## src/rtl/wbu_commit_ctrl_pkg.sv

```systemverilog
// Shared definitions for the writeback/commit sequencer: one-hot instruction
// class codes, FSM state encoding and a small class helper.
package wbu_commit_ctrl_pkg;

  // One-hot instruction class codes presented on inst_type.
  localparam logic [31:0] INST_ADDI  = 32'h0000_0001;
  localparam logic [31:0] INST_JALR  = 32'h0000_0002;
  localparam logic [31:0] INST_ADD   = 32'h0000_0008;
  localparam logic [31:0] INST_LUI   = 32'h0000_0010;
  localparam logic [31:0] INST_LW    = 32'h0000_0020;
  localparam logic [31:0] INST_LBU   = 32'h0000_0040;
  localparam logic [31:0] INST_AUIPC = 32'h0000_0200;
  localparam logic [31:0] INST_JAL   = 32'h0000_0400;
  localparam logic [31:0] INST_SUB   = 32'h0000_0800;
  localparam logic [31:0] INST_SLTI  = 32'h0000_1000;
  localparam logic [31:0] INST_SLTIU = 32'h0000_2000;
  localparam logic [31:0] INST_BEQ   = 32'h0000_4000;
  localparam logic [31:0] INST_BNE   = 32'h0000_8000;
  localparam logic [31:0] INST_SLT   = 32'h0001_0000;
  localparam logic [31:0] INST_SLTU  = 32'h0002_0000;
  localparam logic [31:0] INST_XOR   = 32'h0004_0000;
  localparam logic [31:0] INST_OR    = 32'h0008_0000;
  localparam logic [31:0] INST_AND   = 32'h0010_0000;
  localparam logic [31:0] INST_SRAI  = 32'h0040_0000;
  localparam logic [31:0] INST_SRLI  = 32'h0080_0000;
  localparam logic [31:0] INST_SLLI  = 32'h0100_0000;
  localparam logic [31:0] INST_ANDI  = 32'h0200_0000;
  localparam logic [31:0] INST_ORI   = 32'h0400_0000;
  localparam logic [31:0] INST_XORI  = 32'h0800_0000;

  // Sequencer states, kept as plain constants for legacy tool flows.
  localparam logic [1:0] ST_IDLE     = 2'd0;
  localparam logic [1:0] ST_WAIT_MEM = 2'd1;
  localparam logic [1:0] ST_COMMIT   = 2'd2;

  // Loads are the only classes that must wait for a memory response.
  function automatic logic is_load(input logic [31:0] inst_type);
    return (inst_type == INST_LW) || (inst_type == INST_LBU);
  endfunction

endpackage

```

## src/rtl/wbu_commit_ctrl_if.sv

```systemverilog
// Execute-side, memory-response and commit-side signals of the sequencer.
// The slave modport is the sequencer's view; master is its environment.
interface wbu_commit_ctrl_if;
  logic        in_valid;
  logic        in_ready;
  logic [31:0] inst_type;
  logic [31:0] result;
  logic [31:0] snpc;
  logic [4:0]  rd;
  logic        mem_rvalid;
  logic [31:0] mem_rdata;
  logic        mem_rready;
  logic        rf_wen;
  logic [4:0]  rf_waddr;
  logic [31:0] rf_wdata;
  logic        pc_wen;
  logic [31:0] dnpc;
  logic        commit;
  logic [31:0] retire_cnt;
  logic        err_illegal;
  logic        err_timeout;

  modport slave (
    input  in_valid, inst_type, result, snpc, rd, mem_rvalid, mem_rdata,
    output in_ready, mem_rready, rf_wen, rf_waddr, rf_wdata, pc_wen, dnpc,
           commit, retire_cnt, err_illegal, err_timeout
  );

  modport master (
    output in_valid, inst_type, result, snpc, rd, mem_rvalid, mem_rdata,
    input  in_ready, mem_rready, rf_wen, rf_waddr, rf_wdata, pc_wen, dnpc,
           commit, retire_cnt, err_illegal, err_timeout
  );
endinterface

```

## src/rtl/wbu_wdata_sel.sv

```systemverilog
// Combinational class decode: picks register write data, next PC and write
// enable for the instruction being committed, and flags illegal class codes.
module wbu_wdata_sel
  import wbu_commit_ctrl_pkg::*;
(
  input  logic [31:0] inst_type_i,
  input  logic [31:0] result_i,
  input  logic [31:0] snpc_i,
  input  logic [4:0]  rd_i,
  input  logic [31:0] mem_word_i,
  output logic        rf_wen_o,
  output logic [31:0] rf_wdata_o,
  output logic [31:0] dnpc_o,
  output logic        illegal_o
);

  logic wen_raw;

  // Decode the one-hot class into data/PC selection.
  always_comb begin
    // NOTE: every output gets a default first so no path can infer a latch.
    wen_raw    = 1'b1;
    rf_wdata_o = result_i;
    dnpc_o     = snpc_i;
    illegal_o  = 1'b0;
    case (inst_type_i)
      INST_JAL, INST_JALR: begin
        rf_wdata_o = snpc_i;
        dnpc_o     = result_i;
      end
      INST_BEQ, INST_BNE: begin
        wen_raw = 1'b0;
        dnpc_o  = result_i;
      end
      INST_LW:  rf_wdata_o = mem_word_i;
      // Byte lane chosen by the low address bits, zero-extended.
      INST_LBU: rf_wdata_o = {24'd0, mem_word_i[8*result_i[1:0] +: 8]};
      INST_ADDI, INST_ADD, INST_SUB, INST_LUI, INST_AUIPC,
      INST_SLTI, INST_SLTIU, INST_SLT, INST_SLTU,
      INST_XOR, INST_OR, INST_AND, INST_XORI, INST_ORI, INST_ANDI,
      INST_SRAI, INST_SRLI, INST_SLLI: rf_wdata_o = result_i;
      default: begin
        // Zero, multi-hot or unknown code: retire without side effects.
        wen_raw   = 1'b0;
        illegal_o = 1'b1;
      end
    endcase
  end

  // x0 is hardwired to zero, so writes to it are suppressed.
  assign rf_wen_o = wen_raw && (rd_i != 5'd0);

endmodule

```

## src/rtl/wbu_commit_ctrl.sv

```systemverilog
// Multi-cycle commit sequencer between execute and register file/PC.
// Accepts one instruction, waits for load data when needed (with timeout),
// then issues a single-cycle commit: RF write, PC update and retire pulse.
module wbu_commit_ctrl
  import wbu_commit_ctrl_pkg::*;
#(
  parameter int unsigned MEM_TIMEOUT = 255,
  parameter int unsigned TO_W        = 8
) (
  input  logic                 clk,
  input  logic                 rst_n,
  wbu_commit_ctrl_if.slave     bus
);

  // Counter value of the last WAIT_MEM cycle before the load is abandoned.
  localparam logic [TO_W-1:0] TO_LAST = TO_W'(MEM_TIMEOUT - 1);

  logic [1:0]      state_q,       state_d;
  logic [31:0]     inst_q,        inst_d;
  logic [31:0]     result_q,      result_d;
  logic [31:0]     snpc_q,        snpc_d;
  logic [4:0]      rd_q,          rd_d;
  logic [31:0]     mem_q,         mem_d;
  logic [TO_W-1:0] to_cnt_q,      to_cnt_d;
  logic [31:0]     retire_q,      retire_d;
  logic            err_illegal_q, err_illegal_d;
  logic            err_timeout_q, err_timeout_d;
  logic [4:0]      waddr_hold_q,  waddr_hold_d;
  logic [31:0]     wdata_hold_q,  wdata_hold_d;
  logic [31:0]     dnpc_hold_q,   dnpc_hold_d;

  logic            dec_wen;
  logic [31:0]     dec_wdata;
  logic [31:0]     dec_dnpc;
  logic            dec_illegal;
  logic            in_commit;

  wbu_wdata_sel u_wdata_sel (
    .inst_type_i (inst_q),
    .result_i    (result_q),
    .snpc_i      (snpc_q),
    .rd_i        (rd_q),
    .mem_word_i  (mem_q),
    .rf_wen_o    (dec_wen),
    .rf_wdata_o  (dec_wdata),
    .dnpc_o      (dec_dnpc),
    .illegal_o   (dec_illegal)
  );

  assign in_commit = (state_q == ST_COMMIT);

  // Next-state logic: accept, wait for load data or time out, then commit.
  always_comb begin
    state_d       = state_q;
    inst_d        = inst_q;
    result_d      = result_q;
    snpc_d        = snpc_q;
    rd_d          = rd_q;
    mem_d         = mem_q;
    to_cnt_d      = to_cnt_q;
    retire_d      = retire_q;
    err_illegal_d = err_illegal_q;
    err_timeout_d = err_timeout_q;
    waddr_hold_d  = waddr_hold_q;
    wdata_hold_d  = wdata_hold_q;
    dnpc_hold_d   = dnpc_hold_q;
    case (state_q)
      ST_IDLE: begin
        if (bus.in_valid) begin
          inst_d   = bus.inst_type;
          result_d = bus.result;
          snpc_d   = bus.snpc;
          rd_d     = bus.rd;
          to_cnt_d = '0;
          state_d  = is_load(bus.inst_type) ? ST_WAIT_MEM : ST_COMMIT;
        end
      end
      ST_WAIT_MEM: begin
        to_cnt_d = to_cnt_q + 1'b1;
        // A response arriving on the final allowed cycle still wins.
        if (bus.mem_rvalid) begin
          mem_d   = bus.mem_rdata;
          state_d = ST_COMMIT;
        end else if (to_cnt_q == TO_LAST) begin
          mem_d         = '0;
          err_timeout_d = 1'b1;
          state_d       = ST_COMMIT;
        end
      end
      ST_COMMIT: begin
        retire_d      = retire_q + 32'd1;
        err_illegal_d = err_illegal_q | dec_illegal;
        waddr_hold_d  = rd_q;
        wdata_hold_d  = dec_wdata;
        dnpc_hold_d   = dec_dnpc;
        state_d       = ST_IDLE;
      end
      default: state_d = ST_IDLE;
    endcase
  end

  // State and captured-data registers.
  always_ff @(posedge clk or negedge rst_n) begin
    // NOTE: captured operands are reset too, so outputs are defined from
    // reset and a reset mid-flight leaves nothing stale to commit.
    if (!rst_n) begin
      state_q       <= ST_IDLE;
      inst_q        <= '0;
      result_q      <= '0;
      snpc_q        <= '0;
      rd_q          <= '0;
      mem_q         <= '0;
      to_cnt_q      <= '0;
      retire_q      <= '0;
      err_illegal_q <= 1'b0;
      err_timeout_q <= 1'b0;
      waddr_hold_q  <= '0;
      wdata_hold_q  <= '0;
      dnpc_hold_q   <= '0;
    end else begin
      // NOTE: non-blocking assignments so every register samples
      // pre-edge values regardless of statement order.
      state_q       <= state_d;
      inst_q        <= inst_d;
      result_q      <= result_d;
      snpc_q        <= snpc_d;
      rd_q          <= rd_d;
      mem_q         <= mem_d;
      to_cnt_q      <= to_cnt_d;
      retire_q      <= retire_d;
      err_illegal_q <= err_illegal_d;
      err_timeout_q <= err_timeout_d;
      waddr_hold_q  <= waddr_hold_d;
      wdata_hold_q  <= wdata_hold_d;
      dnpc_hold_q   <= dnpc_hold_d;
    end
  end

  assign bus.in_ready    = (state_q == ST_IDLE);
  assign bus.mem_rready  = (state_q == ST_WAIT_MEM);
  assign bus.rf_wen      = in_commit && dec_wen;
  assign bus.pc_wen      = in_commit;
  assign bus.commit      = in_commit;
  // Write index/data and next PC show the live decode while committing and
  // hold the last committed values at all other times.
  assign bus.rf_waddr    = in_commit ? rd_q      : waddr_hold_q;
  assign bus.rf_wdata    = in_commit ? dec_wdata : wdata_hold_q;
  assign bus.dnpc        = in_commit ? dec_dnpc  : dnpc_hold_q;
  assign bus.retire_cnt  = retire_q;
  // The illegal flag is visible already during the offending commit.
  assign bus.err_illegal = err_illegal_q || (in_commit && dec_illegal);
  assign bus.err_timeout = err_timeout_q;

endmodule

```

## src/flat_wrapper.sv

```systemverilog
// flat-port wrapper written by rule: the top's interface ports become plain ports
module wbu_commit_ctrl_flat import wbu_commit_ctrl_pkg::*;
#(
  parameter int unsigned MEM_TIMEOUT = 255,
  parameter int unsigned TO_W        = 8
)
  (clk, rst_n, bus_in_valid, bus_inst_type, bus_result, bus_snpc, bus_rd, bus_mem_rvalid, bus_mem_rdata, bus_in_ready, bus_mem_rready, bus_rf_wen, bus_rf_waddr, bus_rf_wdata, bus_pc_wen, bus_dnpc, bus_commit, bus_retire_cnt, bus_err_illegal, bus_err_timeout);
  wbu_commit_ctrl_if bus_i ();
  input  logic clk;
  input  logic rst_n;
  input wire logic [$bits(bus_i.in_valid)-1:0] bus_in_valid;
  input wire logic [$bits(bus_i.inst_type)-1:0] bus_inst_type;
  input wire logic [$bits(bus_i.result)-1:0] bus_result;
  input wire logic [$bits(bus_i.snpc)-1:0] bus_snpc;
  input wire logic [$bits(bus_i.rd)-1:0] bus_rd;
  input wire logic [$bits(bus_i.mem_rvalid)-1:0] bus_mem_rvalid;
  input wire logic [$bits(bus_i.mem_rdata)-1:0] bus_mem_rdata;
  output wire logic [$bits(bus_i.in_ready)-1:0] bus_in_ready;
  output wire logic [$bits(bus_i.mem_rready)-1:0] bus_mem_rready;
  output wire logic [$bits(bus_i.rf_wen)-1:0] bus_rf_wen;
  output wire logic [$bits(bus_i.rf_waddr)-1:0] bus_rf_waddr;
  output wire logic [$bits(bus_i.rf_wdata)-1:0] bus_rf_wdata;
  output wire logic [$bits(bus_i.pc_wen)-1:0] bus_pc_wen;
  output wire logic [$bits(bus_i.dnpc)-1:0] bus_dnpc;
  output wire logic [$bits(bus_i.commit)-1:0] bus_commit;
  output wire logic [$bits(bus_i.retire_cnt)-1:0] bus_retire_cnt;
  output wire logic [$bits(bus_i.err_illegal)-1:0] bus_err_illegal;
  output wire logic [$bits(bus_i.err_timeout)-1:0] bus_err_timeout;
  assign bus_i.in_valid = bus_in_valid;
  assign bus_i.inst_type = bus_inst_type;
  assign bus_i.result = bus_result;
  assign bus_i.snpc = bus_snpc;
  assign bus_i.rd = bus_rd;
  assign bus_i.mem_rvalid = bus_mem_rvalid;
  assign bus_i.mem_rdata = bus_mem_rdata;
  assign bus_in_ready = bus_i.in_ready;
  assign bus_mem_rready = bus_i.mem_rready;
  assign bus_rf_wen = bus_i.rf_wen;
  assign bus_rf_waddr = bus_i.rf_waddr;
  assign bus_rf_wdata = bus_i.rf_wdata;
  assign bus_pc_wen = bus_i.pc_wen;
  assign bus_dnpc = bus_i.dnpc;
  assign bus_commit = bus_i.commit;
  assign bus_retire_cnt = bus_i.retire_cnt;
  assign bus_err_illegal = bus_i.err_illegal;
  assign bus_err_timeout = bus_i.err_timeout;
  wbu_commit_ctrl #(.MEM_TIMEOUT(MEM_TIMEOUT), .TO_W(TO_W)) u_core (.clk(clk), .rst_n(rst_n), .bus(bus_i));
endmodule
```

## config.mk

```make
export PLATFORM = sky130hd
export DESIGN_NAME = wbu_commit_ctrl_flat
export DESIGN_NICKNAME = d
export VERILOG_FILES = /design/src/rtl/wbu_commit_ctrl_pkg.sv /design/src/rtl/wbu_commit_ctrl_if.sv /design/src/rtl/wbu_wdata_sel.sv /design/src/rtl/wbu_commit_ctrl.sv /design/src/flat_wrapper.sv
export SDC_FILE = /design/constraint.sdc
export NUM_CORES = 1
export LEC_CHECK = 0
export BUFFER_PORTS_ARGS = -buffer_cell sky130_fd_sc_hd__buf_2
export CAP_MARGIN = 25
export CORE_MARGIN = 4
export CORE_UTILIZATION = 59
export CTS_CLUSTER_SIZE = 20
export DETAILED_ROUTE_END_ITERATION = 6
export HOLD_SLACK_MARGIN = 0.12
export PLACE_DENSITY = 0.83
export SYNTH_ARGS = -nofsm -noshare
export SYNTH_HDL_FRONTEND = slang
export SYNTH_SLANG_ARGS = --single-unit
```

## constraint.sdc

```tcl
create_clock -name clk -period 4 [get_ports clk]
set_clock_uncertainty 0.15 [all_clocks]
set_input_delay 0.2 -clock clk [delete_from_list [all_inputs] [get_ports clk]]
set_output_delay 0.2 -clock clk [all_outputs]
set_load 0.02 [all_outputs]
```

# Yosys cells after proc, flatten, opt, wreduce, memory -nomap -nowiden
# Index checks and enable logic that the tools add are counted.
# W data, S select, Z words.
word_totals:
  register_bits: 246
  output_inout_bits: 108
  wordCells: 83
op_classes:
  n_addsub: 2
  eq_ne: 31
  shift: 1
  mux: 16
  n_bitwise: 2
  n_reduce_logical: 18
op_table:
  columns: ["cell", "count"]
  rows:
  - ["$mux W32", 5]
  - ["$pmux W32 S3", 1]
  - ["$eq A32 B6 Y1 const B", 2]
  - ["$eq A32 B7 Y1 const B", 2]
  - ["$add A32 B1 Y32 const B", 1]
  - ["$eq A32 B1 Y1 const B", 1]
  - ["$eq A32 B10 Y1 const B", 1]
  - ["$eq A32 B11 Y1 const B", 1]
  - ["$eq A32 B12 Y1 const B", 1]
  - ["$eq A32 B13 Y1 const B", 1]
  - ["$eq A32 B14 Y1 const B", 1]
  - ["$eq A32 B15 Y1 const B", 1]
  - ["$eq A32 B16 Y1 const B", 1]
  - ["$eq A32 B17 Y1 const B", 1]
  - ["$eq A32 B18 Y1 const B", 1]
  - ["$eq A32 B19 Y1 const B", 1]
  - ["$eq A32 B2 Y1 const B", 1]
  - ["$eq A32 B20 Y1 const B", 1]
  - ["$eq A32 B21 Y1 const B", 1]
  - ["$eq A32 B23 Y1 const B", 1]
  - ["$eq A32 B24 Y1 const B", 1]
  - ["$eq A32 B25 Y1 const B", 1]
  - ["$eq A32 B26 Y1 const B", 1]
  - ["$eq A32 B27 Y1 const B", 1]
  - ["other kinds (29)", 40]

# Depth between registers and ports, before layout
logic_depth:
  ltp_word: 5
  ltp_mapped: 8
  depth_no_buf: 6

# Modules after synthesis
# A second synthesis with hierarchy kept.
hier_totals:
  hier_cells: 1104
  area_unflattened_um2: 11423.5
by_module_without_submodules:
  columns: ["mod", "instances", "cells_each", "area_per_inst_um2", "seq_area_each_um2"]
  rows:
  - ["wbu_commit_ctrl", 1, 843, 9594.2, 6155.9]
  - ["wbu_wdata_sel", 1, 261, 1829.3, 0.0]

# Least setup slack after synthesis
# No wires, ideal clock.
synth_path:
  path_type: "register to output"
  startpoint: "register u_core.inst_q[13]"
  endpoint: "output bus_rf_wdata[13]"
  t_arrival_ns: 1.985
  path_slack_ns: 1.665
  path_stages_with_launch: 9
  n_path_buf: 3
  cell_sequence: "dfrtp_1 nor4_4 and3_1 buf_4 and3_1 buf_4 buf_4 nand2_1 a31oi_1"
synth_via:
  elab_chain_cells: 4
synth_rtl:
  columns: ["element", "line", "text"]
  rows:
  - ["from (decl)", "wbu_commit_ctrl.sv:19", "logic [31:0] inst_q, inst_d;"]
  - ["from (signal assigned)", "wbu_commit_ctrl.sv:124", "inst_q <= inst_d;"]
  - ["$eq A32 B11 Y1 or $eq A32 B2 Y1 (tied branches)", "wbu_wdata_sel.sv:26", "case (inst_type_i)"]
  - ["$reduce_or A2 Y1", "wbu_wdata_sel.sv:26", null]
  - ["$pmux W32 S3 (*)", "wbu_wdata_sel.sv:26", null]
  - ["$mux W32 (*)", null, null]
  - ["to (decl)", "flat_wrapper.sv:22", "output wire logic [$bits(bus_i.rf_wdata)-1:0] bus_rf_wdata;"]
# Every way passes the cells marked *; elsewhere a longest branch is shown, timed or not.

# Worst setup path in the final report
layout_path:
  startpoint: "register u_core.inst_q[13]"
  endpoint: "output bus_rf_wdata[17]"
# The elaborated chain is that of the path after synthesis.

==> results by group <==
Power
  – Worst vdd ir: 0.3741 mV
  – LEAKAGE: 0.007200 µW
  – Pwr Total: 6546 µW
  – Cell Pwr Density: 441.8 mW/mm²

Outcome
  – Status: finished, final reports clean

Floorplanning
  – Die Width: 146.2 µm
  – Die area: 0.02137 mm²
  – Die height: 146.2 µm
  – Initial core utilization: 60.03%
  – Total core area: 0.01877 mm²
  – Num ports: 245
  – # rows: 50

Critical path
  – RR Startpoint: u_core.inst_q[16]
  – Crit path cell chain: nor4_4, and3_1, and3_1, nand2_1, a31oi_1, buf_2
  – CP top delay family: simple AND/OR/NAND/NOR gates
  – Critical Path RT: 3650 ps
  – CP bufs+invs: 1
  – Reg2Reg Depth: 6
  – Critical path endpoint category: output pin
  – Critical path's most frequent cell: and3_1
  – Crit path largest cell delay: 940 ps
  – Worst path arrival time: 3490 ps
  – Nature of the critical path startpoint: flip-flop
  – Crit Path Category: reg -> out
  – Slowest-stage cell, CP: and3_1
  – R2r endpoint: u_core.wdata_hold_q[16]
  – Worst-path fanout max: 24
  – Register-to-register setup slack: 940 ps

Global route
  – Antenna violations before repair: 2
  – Largest net degree at the start of global routing: 117
  – Vias in the first global route: 11120
  – Grt total ovfl: 0
  – Total track usage: 34.84%
  – First-pass GRT wire length: 60420 µm

Finish
  – Nets: 1709
  – FF+latch area: 0.006156 mm²
  – Final std cells w/o fill: 1822
  – Area of the multi-input gates: 0.004676 mm²
  – Final Cell Area: 0.01482 mm²
  – Fill count: 1163
  – Syn-to-layout area delta: 31.53%
  – Share of post-route cells with drive strength above 1: 20.55%

Yosys
  – Compound-Gate Fraction of Synth Area: 13.51%
  – Top cell type by total area after synthesis: dfrtp_1
  – Synth warn: 0
  – Most common cell in the netlist: nand2_1
  – Synth Area in Simple Gates: 22.52%
  – Post-synth top area share: 54.64%
  – Synth Area per Inst: 9.197 µm²
  – Mapped Cells: 1225
  – Post-synthesis sequential area ratio: 54.64%
  – Mux share of post-synthesis cell area: 1.777%
  – Syn_nets: 1365
  – Post-synth top flop: dfrtp_1
  – Synth Area in Adders: 0.3332%
  – Dominant cells by area after synthesis: dfrtp_1 (55%), nand2_1 (12%), a31oi_1 (5.0%)
  – Xor/xnor cell area share of the yosys netlist: 3.110%
  – Largest family of logic cells by synthesized area: simple AND/OR/NAND/NOR gates
  – FF+latch count, synth: 246
  – Asr flop ratio synth: 100.0%
  – Post-synth top cells: nand2_1 (358), dfrtp_1 (246), a31oi_1 (90)
  – Distinct cells, synth: 49
  – Number of enable flip-flop cells after synthesis: 0
  – Post-Syn Area: 0.01127 mm²

Route
  – Drt wl/cell: 20.63 µm
  – Post-Route WL: 37590 µm
  – Post-DRT Antenna Nets: 0
  – DRT iter0 DRCs: 1302
  – TritonRoute pass-1 iters: 6
  – DRC viols: 0
  – Vias per cell: 6.081
  – Vias post-DR: 11080

Clocking
  – H-tree lvl count: 1
  – Clock Latency Late Sink: 520 ps
  – CTS tree: built
  – Post_cts resized: 0
  – Setup bufs post-CTS: 0
  – CTS buffer count: 26
  – CTS root buf: clkbuf_16
  – Clock-pin slew on the worst setup and hold paths: 60 ps
  – Hold_buf cts: 135
  – Clock tree buffer depth: 3
  – Clk sink count: 246

STA
  – Max Slew Vio Count: 0
  – RSZ-0062 raised after global routing: false
  – Worst Tran Pin Value: 1101 ps
  – Min Tclk post-route: 3836 ps
  – Hold_ws: 176.5 ps
  – # setup viols final: 0
  – TNS Setup: 0 ps
  – Worst slew margin: 26.61%
  – Achievable frequency: 0.2607 GHz
  – Hold Violations, Final: 0
  – Fin crit share: 95.90%

Flow run
  – Max-cap violations: 0

Placed design
  – RD Place Congestion: 0.8742
  – Placed insts: 1639
  – Cell Area, Placed: 0.01261 mm²
  – IO Port Bufs: 244
  – Hpwl dp: 23200 µm

Worst hold path
  – Worst Hold Class: in -> async
power by group:
part | internal [µW] | switching [µW]
logic | 467 | 743
clock network | 1370 | 962
registers | 2770 | 234
total | 4610 | 1940
per-layer routing:
| metal | GRT usage (%) | vias up | routed length (µm) |
|---|---|---|---|
| met4 | 12.56 | 0 | 1627 |
| li1 | - | 4925 | - |
| met3 | 8.566 | 145 | 4160 |
| met2 | 55.38 | 754 | 17520 |
| met5 | 0 | - | 0 |
| met1 | 47.14 | 5255 | 14280 |
worst max path at each step:
stage,from,to,depth (start not counted)
2_1_floorplan,u_core.inst_q[13],bus_rf_wdata[13],8
3_3_place_gp,u_core.inst_q[13],bus_rf_wdata[9],6
3_5_place_dp,u_core.inst_q[13],bus_rf_wdata[17],6
4_1_cts,u_core.inst_q[13],bus_rf_wdata[17],6
5_1_grt,u_core.inst_q[16],bus_rf_wdata[16],7
6_report,u_core.inst_q[13],bus_rf_wdata[17],6
area by class of cell:
cell class,count,area share (%)
clock buffers,38,5.108
clock inverters,7,0.4391
well taps,234,1.976
multi-input cells,878,31.55
flip-flops and latches,246,41.54
repair buffers,399,18.88
diodes,2,0.03378
inverters,18,0.4644
cell families after synthesis:
family          count (synthesis)
fa+ha+maj                       3
flops                         246
compound gates                242
mux                            10
xor+xnor                       40
buf+inv                       101
simple gates                  583
cells in the final DEF, fill, tap and decap left out, types with 3 or more instances in the layout:
master / instances
xor2_1: 19
ha_1: 3
nor3_1: 15
xnor2_1: 21
buf_2: 243
mux4_2: 8
clkbuf_8: 4
dlygate4sd3_1: 135
o2bb2ai_1: 8
nor4_1: 10
clkbuf_1: 7
a22o_1: 32
nand4_1: 12
inv_1: 17
nand3_1: 63
nor4_4: 3
o21ai_0: 26
clkbuf_16: 27
nand2_1: 357
nor4_2: 3
o21ai_1: 60
and4_1: 6
clkinv_2: 5
nor2_1: 85
a21oi_1: 12
buf_4: 16
dfrtp_1: 246
a31oi_1: 90
and3_1: 12
metrics by stage:
stage               util, %  setup slack [ps]
floorplan                 -              1665
global placement      67.05             912.1
detailed placement    67.20             817.8
CTS                   78.78             243.8
global route          78.95             24.21
finish                78.95             164.1
flip-flops by register name, summed over array words and instances (netlist names):
register and flops:
u_core.state_q 2, u_core.bus.err_timeout 1, u_core.rd_q 5, u_core.wdata_hold_q 32, u_core.bus.retire_cnt 32, u_core.waddr_hold_q 5
u_core.mem_q 32, u_core.to_cnt_q 8, u_core.inst_q 32, u_core.result_q 32, u_core.err_illegal_q 1, u_core.dnpc_hold_q 32
u_core.snpc_q 32
Note: power is estimated with default switching activity, not from simulation.
